File: src/rtl/pcileech_tlps128_cfg_cpl_builder.sv
// Config-access completion builder: buffers controller results
// and emits single-beat 128-bit Cpl/CplD TLPs.
module pcileech_tlps128_cfg_cpl_builder #(
  parameter int DEPTH = 4,
  parameter int CNT_W = 16
) (
  input  logic             clk_pcie,
  input  logic             rst_n,
  input  logic [15:0]      pcie_id,
  input  logic             req_valid,
  output logic             req_ready,
  input  logic             req_tlpwr,
  input  logic [7:0]       req_tag,
  input  logic [15:0]      req_reqid,
  input  logic [31:0]      req_data,
  input  logic [2:0]       req_status,
  output logic [127:0]     tx_tdata,
  output logic [3:0]       tx_tkeep,
  output logic             tx_tlast,
  output logic             tx_tuser,
  output logic             tx_tvalid,
  input  logic             tx_tready,
  output logic [CNT_W-1:0] drop_cnt,
  output logic [CNT_W-1:0] sent_cnt,
  output logic             overflow
);

  localparam int AW = $clog2(DEPTH);
  localparam int EW = 60;
  localparam logic [AW:0] ONE = 1;

  logic [EW-1:0] mem [DEPTH];
  logic [AW:0]   wptr, rptr;
  logic [AW:0]   wptr_n, rptr_n;
  logic          push, pop, drop;
  logic          empty, full_n;
  logic [EW-1:0] din, head;

  logic          h_wr;
  logic [7:0]    h_tag;
  logic [15:0]   h_rid;
  logic [31:0]   h_data;
  logic [2:0]    h_st;
  logic [2:0]    st;
  logic          cpld;
  logic [127:0]  hdr;
  logic [3:0]    keep;

  assign push  = req_valid && req_ready;
  assign drop  = req_valid && !req_ready;
  assign empty = (wptr == rptr);
  assign pop   = (!tx_tvalid || tx_tready) && !empty;

  assign wptr_n = push ? wptr + ONE : wptr;
  assign rptr_n = pop  ? rptr + ONE : rptr;
  assign full_n = (wptr_n[AW] != rptr_n[AW]) &&
                  (wptr_n[AW-1:0] == rptr_n[AW-1:0]);

  assign din  = {req_tlpwr, req_tag, req_reqid,
                 req_data, req_status};
  assign head = mem[rptr[AW-1:0]];

  assign h_wr   = head[59];
  assign h_tag  = head[58:51];
  assign h_rid  = head[50:35];
  assign h_data = head[34:3];
  assign h_st   = head[2:0];

  // Unknown status codes are reported as UR
  always_comb begin
    st = 3'b001;
    unique case (1'b1)
      (h_st == 3'b000): st = 3'b000;
      (h_st == 3'b100): st = 3'b100;
      default:          st = 3'b001;
    endcase
  end

  assign cpld = !h_wr && (h_st == 3'b000);
  assign keep = cpld ? 4'hF : 4'h7;
  assign hdr  = {
    cpld ? h_data : 32'h0,
    h_rid, h_tag, 1'b0, 7'h00,
    pcie_id, st, 1'b0, 12'd4,
    cpld ? 32'h4A000001 : 32'h0A000000
  };

  // FIFO storage; contents are don't-care until pushed
  always_ff @(posedge clk_pcie) begin
    if (push)
      mem[wptr[AW-1:0]] <= din;
  end

  // FIFO pointers and registered ready
  always_ff @(posedge clk_pcie or negedge rst_n) begin
    if (!rst_n) begin
      wptr      <= '0;
      rptr      <= '0;
      req_ready <= 1'b1;
    end else begin
      wptr      <= wptr_n;
      rptr      <= rptr_n;
      req_ready <= !full_n;
    end
  end

  // Output skid register holds the TLP under backpressure
  always_ff @(posedge clk_pcie or negedge rst_n) begin
    if (!rst_n) begin
      tx_tvalid <= 1'b0;
      tx_tdata  <= '0;
      tx_tkeep  <= '0;
    end else if (pop) begin
      tx_tvalid <= 1'b1;
      tx_tdata  <= hdr;
      tx_tkeep  <= keep;
    end else if (tx_tready) begin
      tx_tvalid <= 1'b0;
      tx_tdata  <= '0;
      tx_tkeep  <= '0;
    end
  end

  assign tx_tlast = tx_tvalid;
  assign tx_tuser = tx_tvalid;

  // Drop and sent accounting
  always_ff @(posedge clk_pcie or negedge rst_n) begin
    if (!rst_n) begin
      drop_cnt <= '0;
      sent_cnt <= '0;
      overflow <= 1'b0;
    end else begin
      if (drop && (drop_cnt != '1))
        drop_cnt <= drop_cnt + 1'b1;
      if (drop)
        overflow <= 1'b1;
      if (tx_tvalid && tx_tready)
        sent_cnt <= sent_cnt + 1'b1;
    end
  end

endmodule

File: config.mk
export PLATFORM = sky130hd
export DESIGN_NAME = pcileech_tlps128_cfg_cpl_builder
export DESIGN_NICKNAME = d
export VERILOG_FILES = /design/src/rtl/pcileech_tlps128_cfg_cpl_builder.sv
export SDC_FILE = /design/constraint.sdc
export NUM_CORES = 1
export LEC_CHECK = 0
export CORE_MARGIN = 10
export CORE_UTILIZATION = 41
export DETAILED_ROUTE_END_ITERATION = 6
export PLACE_DENSITY_LB_ADDON = 0.25
export SLEW_MARGIN = 15
export SYNTH_ARGS = -nofsm -noshare
export SYNTH_HDL_FRONTEND = slang
export SYNTH_SLANG_ARGS = --single-unit
File: constraint.sdc
create_clock -name clk_pcie -period 7.3 [get_ports clk_pcie]
set_input_delay 1.46 -clock clk_pcie [delete_from_list [all_inputs] [get_ports clk_pcie]]
set_output_delay 1.46 -clock clk_pcie [all_outputs]
set_load 0.05 [all_outputs]
; ---- Word level (Yosys, flattened, before mapping)
; Memories as Yosys holds them, arrays and structs flattened.
; Index checks and enable logic that the tools add are counted.
[totals]
regBits = 173
latchBits = 0
ramBits = 240
rom_bits = 0
in_bits = 80
output_inout_bits = 169
memories = 1
[op_classes]
add_sub_neg = 4
mul = 0
div_mod_pow = 0
n_lt_le_gt_ge = 0
n_eq_ne = 5
n_shift = 0
mux = 14
bitwise_logic = 0
reduce_logical = 15
[memory_table]
columns = name, words, word_bits, rd, rd_clocked_by_memory_dff, write_ports, line_no
row1 = mem, 4, 60, 1, 0, 1, 32  ; logic [EW-1:0] mem [DEPTH];
[op_table]
columns = operator, count
row1 = $mux W128, 2
row2 = $add A16 B1 Y16 const B, 2
row3 = $mux W32, 1
row4 = $mux W31, 1
row5 = $ne A16 B16 Y1 const B, 1
row6 = $mux W4, 3
row7 = $logic_and A1 B1 Y1, 7
row8 = $add A3 B1 Y3 const B, 2
row9 = $mux W3, 2
row10 = $pmux W3 S2, 1
row11 = $logic_not A1 Y1, 5
row12 = $mux W1, 4
row13 = $eq A3 B3 Y1, 1
row14 = $eq A3 B3 Y1 const B, 1
row15 = $logic_not A3 Y1, 1
row16 = $eq A2 B2 Y1, 1
row17 = $reduce_bool A2 Y1, 1
row18 = $logic_or A1 B1 Y1, 1
row19 = $ne A1 B1 Y1, 1

; ---- Logic depth before layout (Yosys ltp)
[logic_depth]
word_depth = 7
mapped_depth = 8
mapped_depth_nobuf = 6

; ---- Worst setup path after synthesis
; Ideal clock, no wire load.
[synth_timing]
path_type = in2reg
from = input port req_valid
to = register req_ready
setup_ps = 88
arrival_ps = 3864
required_time_ps = 7212
path_slack_ps = 3348
stages = 5
path_buffers = 0
cell_sequence = and3_1 > xor2_1 > xnor2_1 > xnor2_1 > or3_1
[synth_between]
elab_chain_len = 5
elab_cells_between_ends = 6
[synth_rtl]
columns = item, line_no
row1 = start: declaration, 10  ; input logic req_valid,
row2 = $logic_and A1 B1 Y1, 49  ; assign push = req_valid && req_ready;
row3 = $mux W3, 54  ; assign wptr_n = push ? wptr + ONE : wptr;
row4 = via wptr_n[2], 34  ; logic [AW:0] wptr_n, rptr_n;
row5 = $ne A1 B1 Y1, 56  ; assign full_n = (wptr_n[AW] != rptr_n[AW]) &&
row6 = $logic_and A1 B1 Y1, 56
row7 = $logic_not A1 Y1, 103  ; req_ready <= !full_n;
row8 = end signal: assignment, 103
row9 = end: declaration, 11  ; output logic req_ready,
; The timed path passes the listed nets, and every way through them passes these cells.
; A chain may end at the register's enable or synchronous reset.

; ---- Final worst setup path
[layout_timing]
from = input port tx_tready
to = register tx_tdata[113]
[layout_between]
elab_chain_len = 3
elab_cells_between_ends = 4
[layout_rtl]
columns = item, line_no
row1 = start: declaration, 22  ; input logic tx_tready,
row2 = $logic_or A1 B1 Y1, 52  ; assign pop = (!tx_tvalid || tx_tready) && !empty;
row3 = $logic_and A1 B1 Y1, 52
row4 = $mux W128 or $reduce_bool A2 Y1 (tied branches), --
row5 = end signal: assignment, 115  ; tx_tdata <= hdr;
row6 = end: declaration, 17  ; output logic [127:0] tx_tdata,
; Several ways; a longest one is shown, not always the timed one.

==> impl_results.md <==
- Outcome: complete, no violations
- Synth area leaders: edfxtp_1, dfrtp_1, mux4_2
- Routed Antenna Nets: 0
- Area share of the largest cell type after synthesis: 52.74%
- Static Leak: 6.279 nW
- Routability cong.: 0.7290
- Max Cap Viol: 0
- Grt ovf: 0
- Max Clock Freq: 286.5 MHz
- Skew final: 15.73 ps
- WP data required: 7750 ps
- Slew @ Worst Pin: 1057 ps
- Main combinational cell family by area after synthesis: multiplexers
- Stages on worst setup path: 6
- Setup TNS Final: 0 ps
- Warnings from Yosys: 0
- PwrDens: 446.0 nW/um2
- Fraction of layout cells with a size suffix above 1: 15.34%
- Row cnt: 66
- Global-route wire length before repair: 45,950 um
- Post-Syn Instances: 722
- Final Hold Vio Count: 0
- Fill cells: 2,644
- Number of setup violations in the final report: 0
- Maximum buffer depth of the clock tree: 3
- CTS tree: done
- CP arrival: 3940 ps
- Mapped cell area: 13,670 um2
- Crit Path Category: primary input to register
- Synth Area in Compound Gates: 5.622%
- Largest net degree at the start of global routing: 76
- Crit path max fanout: 45
- HP Class: register to register
- Clk_lat worst skew: 520 ps
- Worst slew margin: 29.56%
- Sequential area share after synthesis: 73.99%
- Post-layout nets: 1,009
- Hold path cells: 1
- Xor-xnor portion of the synthesized cell area: 2.435%
- IO Count: 249
- Residual DRC: 0
- # hold bufs at CTS: 0
- Average wire per standard cell: 21.35 um
- Total track usage: 14.22%
- Mean post-synth cell area: 18.93 um2
- Avg Vias per Cell: 5.089
- Adder-cell share of the synthesized area: 0.6409%
- Post-DP HPWL: 17,810 um
- Worst setup EP type: register
- Clock Tree Root: clkbuf_16
- CTS sink cnt: 356
- Post-CTS setup repair buffer count: 0
- Die area: 41,030 um2
- Unrepaired setup endpoints after global routing: no
- Area growth syn-to-layout: 26.15%
- Htree depth: 2
- Ant. Diodes: 0
- DR pass1 iterations: 4
- Hold slack: 470.3 ps
- Initial DRC count: 322
- Critical path's largest stage delay: 830 ps
- Core box area: 32,700 um2
- Slowest CP cell: and2_2
- Initial Util: 41.79%
- Die width: 202.6 um
- Initial antenna violation count: 1
- Nature of the critical path startpoint: primary input
- PortBufs: 199
- Mux contribution to synthesized area: 9.998%
- Inserted Clock Buffers: 38
- Final Critical Period: 3491 ps
- Max VDD drop: 0.2821 mV
- Multi-input logic area: 3157 um2
- Vias in the first global route: 7,600
- Yosys top cell by area: edfxtp_1
- Synth Register Bits: 356
- Tcrit/Tclk final: 47.82%
- Final Max Tran Viols: 0
- Post-synthesis simple-gate area fraction: 2.756%
- Die H: 202.6 um
- Vias post-DR: 7,094
- Clock transition at path regs: 60 ps
- Critical path buffer and inverter count: 2
- Final wirelength: 29,760 um
- FF-to-FF path depth: 5
- Synth cell types: 38
- CP delay by family, top: buffers and inverters
- CP Cell Sequence: clkdlybuf4s50_1 -> nand2b_1 -> o31a_2 -> buf_4 -> and2_2 -> a32o_1
- PostCTS Resize Cnt: 0
- Sequential cell area: 10,120 um2
kinds of logic after synthesis:
family                   Yosys count
AND/OR/NAND/NOR                   73
XOR/XNOR                          38
adder cells (fa/ha/maj)            7
AO/OA/AOI/OAI                     86
flip-flops                       356
multiplexers                      63
buffers and inverters             98
other                              1
flip-flops by register name, summed over array words and instances (netlist names):
signal,cells
tx_tkeep,1
drop_cnt,16
mem,240
tx_tdata,75
sent_cnt,16
rptr,3
overflow,1
req_ready,1
wptr,3
worst paths after layout:
check,start,to,slack (ps)
max,tx_tready,tx_tdata[113],3810
min,overflow,overflow,470
max reg2reg,rptr[0],tx_tdata[85],4120
min reg2reg,overflow,overflow,470
max in group asynchronous,rst_n,tx_tdata[117],5230
min in group asynchronous,rst_n,drop_cnt[8],980
cells in the mapped netlist (all sizes together):
cell and count:
or2 1, a211oi 1, a32o 33, and4 3, xnor2 24, o21a 1
inv 5, dfstp 1, a22o 41, buf 76, nor3 7, nand2b 3
o21ai 2, and2 2, and3 7, mux4 58, conb 1, a31oi 2
nor2b 2, edfxtp 240, ha 7, mux2 5, a311oi 1, o31a 2
nand2 18, dfrtp 115, nor2 9, clkbuf 17, nand3 9, a21oi 3
nand4 10, or3 2, xor2 14
routing by layer:
layer	up-vias	global-route usage, %	wire [um]
met3	46	4.187	2126
met1	3646	18.43	12770
li1	3163	-	-
met2	237	23.14	14350
met5	-	0	13
met4	2	3.331	500
per-stage QoR:
| stage | cells | cell area [um2] | setup slack, ps | util [%] | power, mW |
|---|---|---|---|---|---|
| CTS | 1394 | 17240 | 3778 | 52.72 | 7.810 |
| detailed placement | 1324 | 15890 | 3239 | 48.58 | 5.748 |
| finish | 1394 | 17240 | 3809 | 52.72 | 7.688 |
| global route | 1394 | 17240 | 3651 | 52.72 | 8.054 |
| global placement | 1324 | 15890 | 3294 | 48.58 | 5.719 |
| floorplan | 770 | 13850 | 3348 | - | 4.881 |
area by class of cell:
class | instances | share of cell area (%)
clock buffer | 48 | 6.206
clock inverter | 22 | 1.648
inverter | 5 | 0.1089
multi-input combinational | 316 | 18.31
sequential | 356 | 58.70
tap | 442 | 3.208
timing repair buffer | 205 | 11.82
report_power, final:
| group | switching, mW | total, mW | internal [mW] |
|---|---|---|---|
| Combinational | 1.69 | 2.71 | 1.02 |
| Clock | 0.775 | 2.03 | 1.26 |
| Sequential | 0.277 | 2.95 | 2.67 |
| Total | 2.75 | 7.69 | 4.94 |
placed cells by master, fill, tap and decap left out, types with 8 or more instances in the layout:
cell type and count:
edfxtp_1 240, mux4_2 58, clkbuf_16 39, dfrtp_1 113
nand2_1 18, a32o_1 33, clkinv_2 8, a22o_1 41
nor2_1 8, nand3_1 9, conb_1 49, xnor2_1 24
clkdlybuf4s50_1 198, nand4_1 10, xor2_1 14
worst reg2reg max path: stages (launching register included):
cell,delay [ps]
dfrtp_4,880
xor2_1,180
or3_1,460
a21oi_4,640
buf_4,680
a22o_1,290
Power figures use the tool's default switching activity.
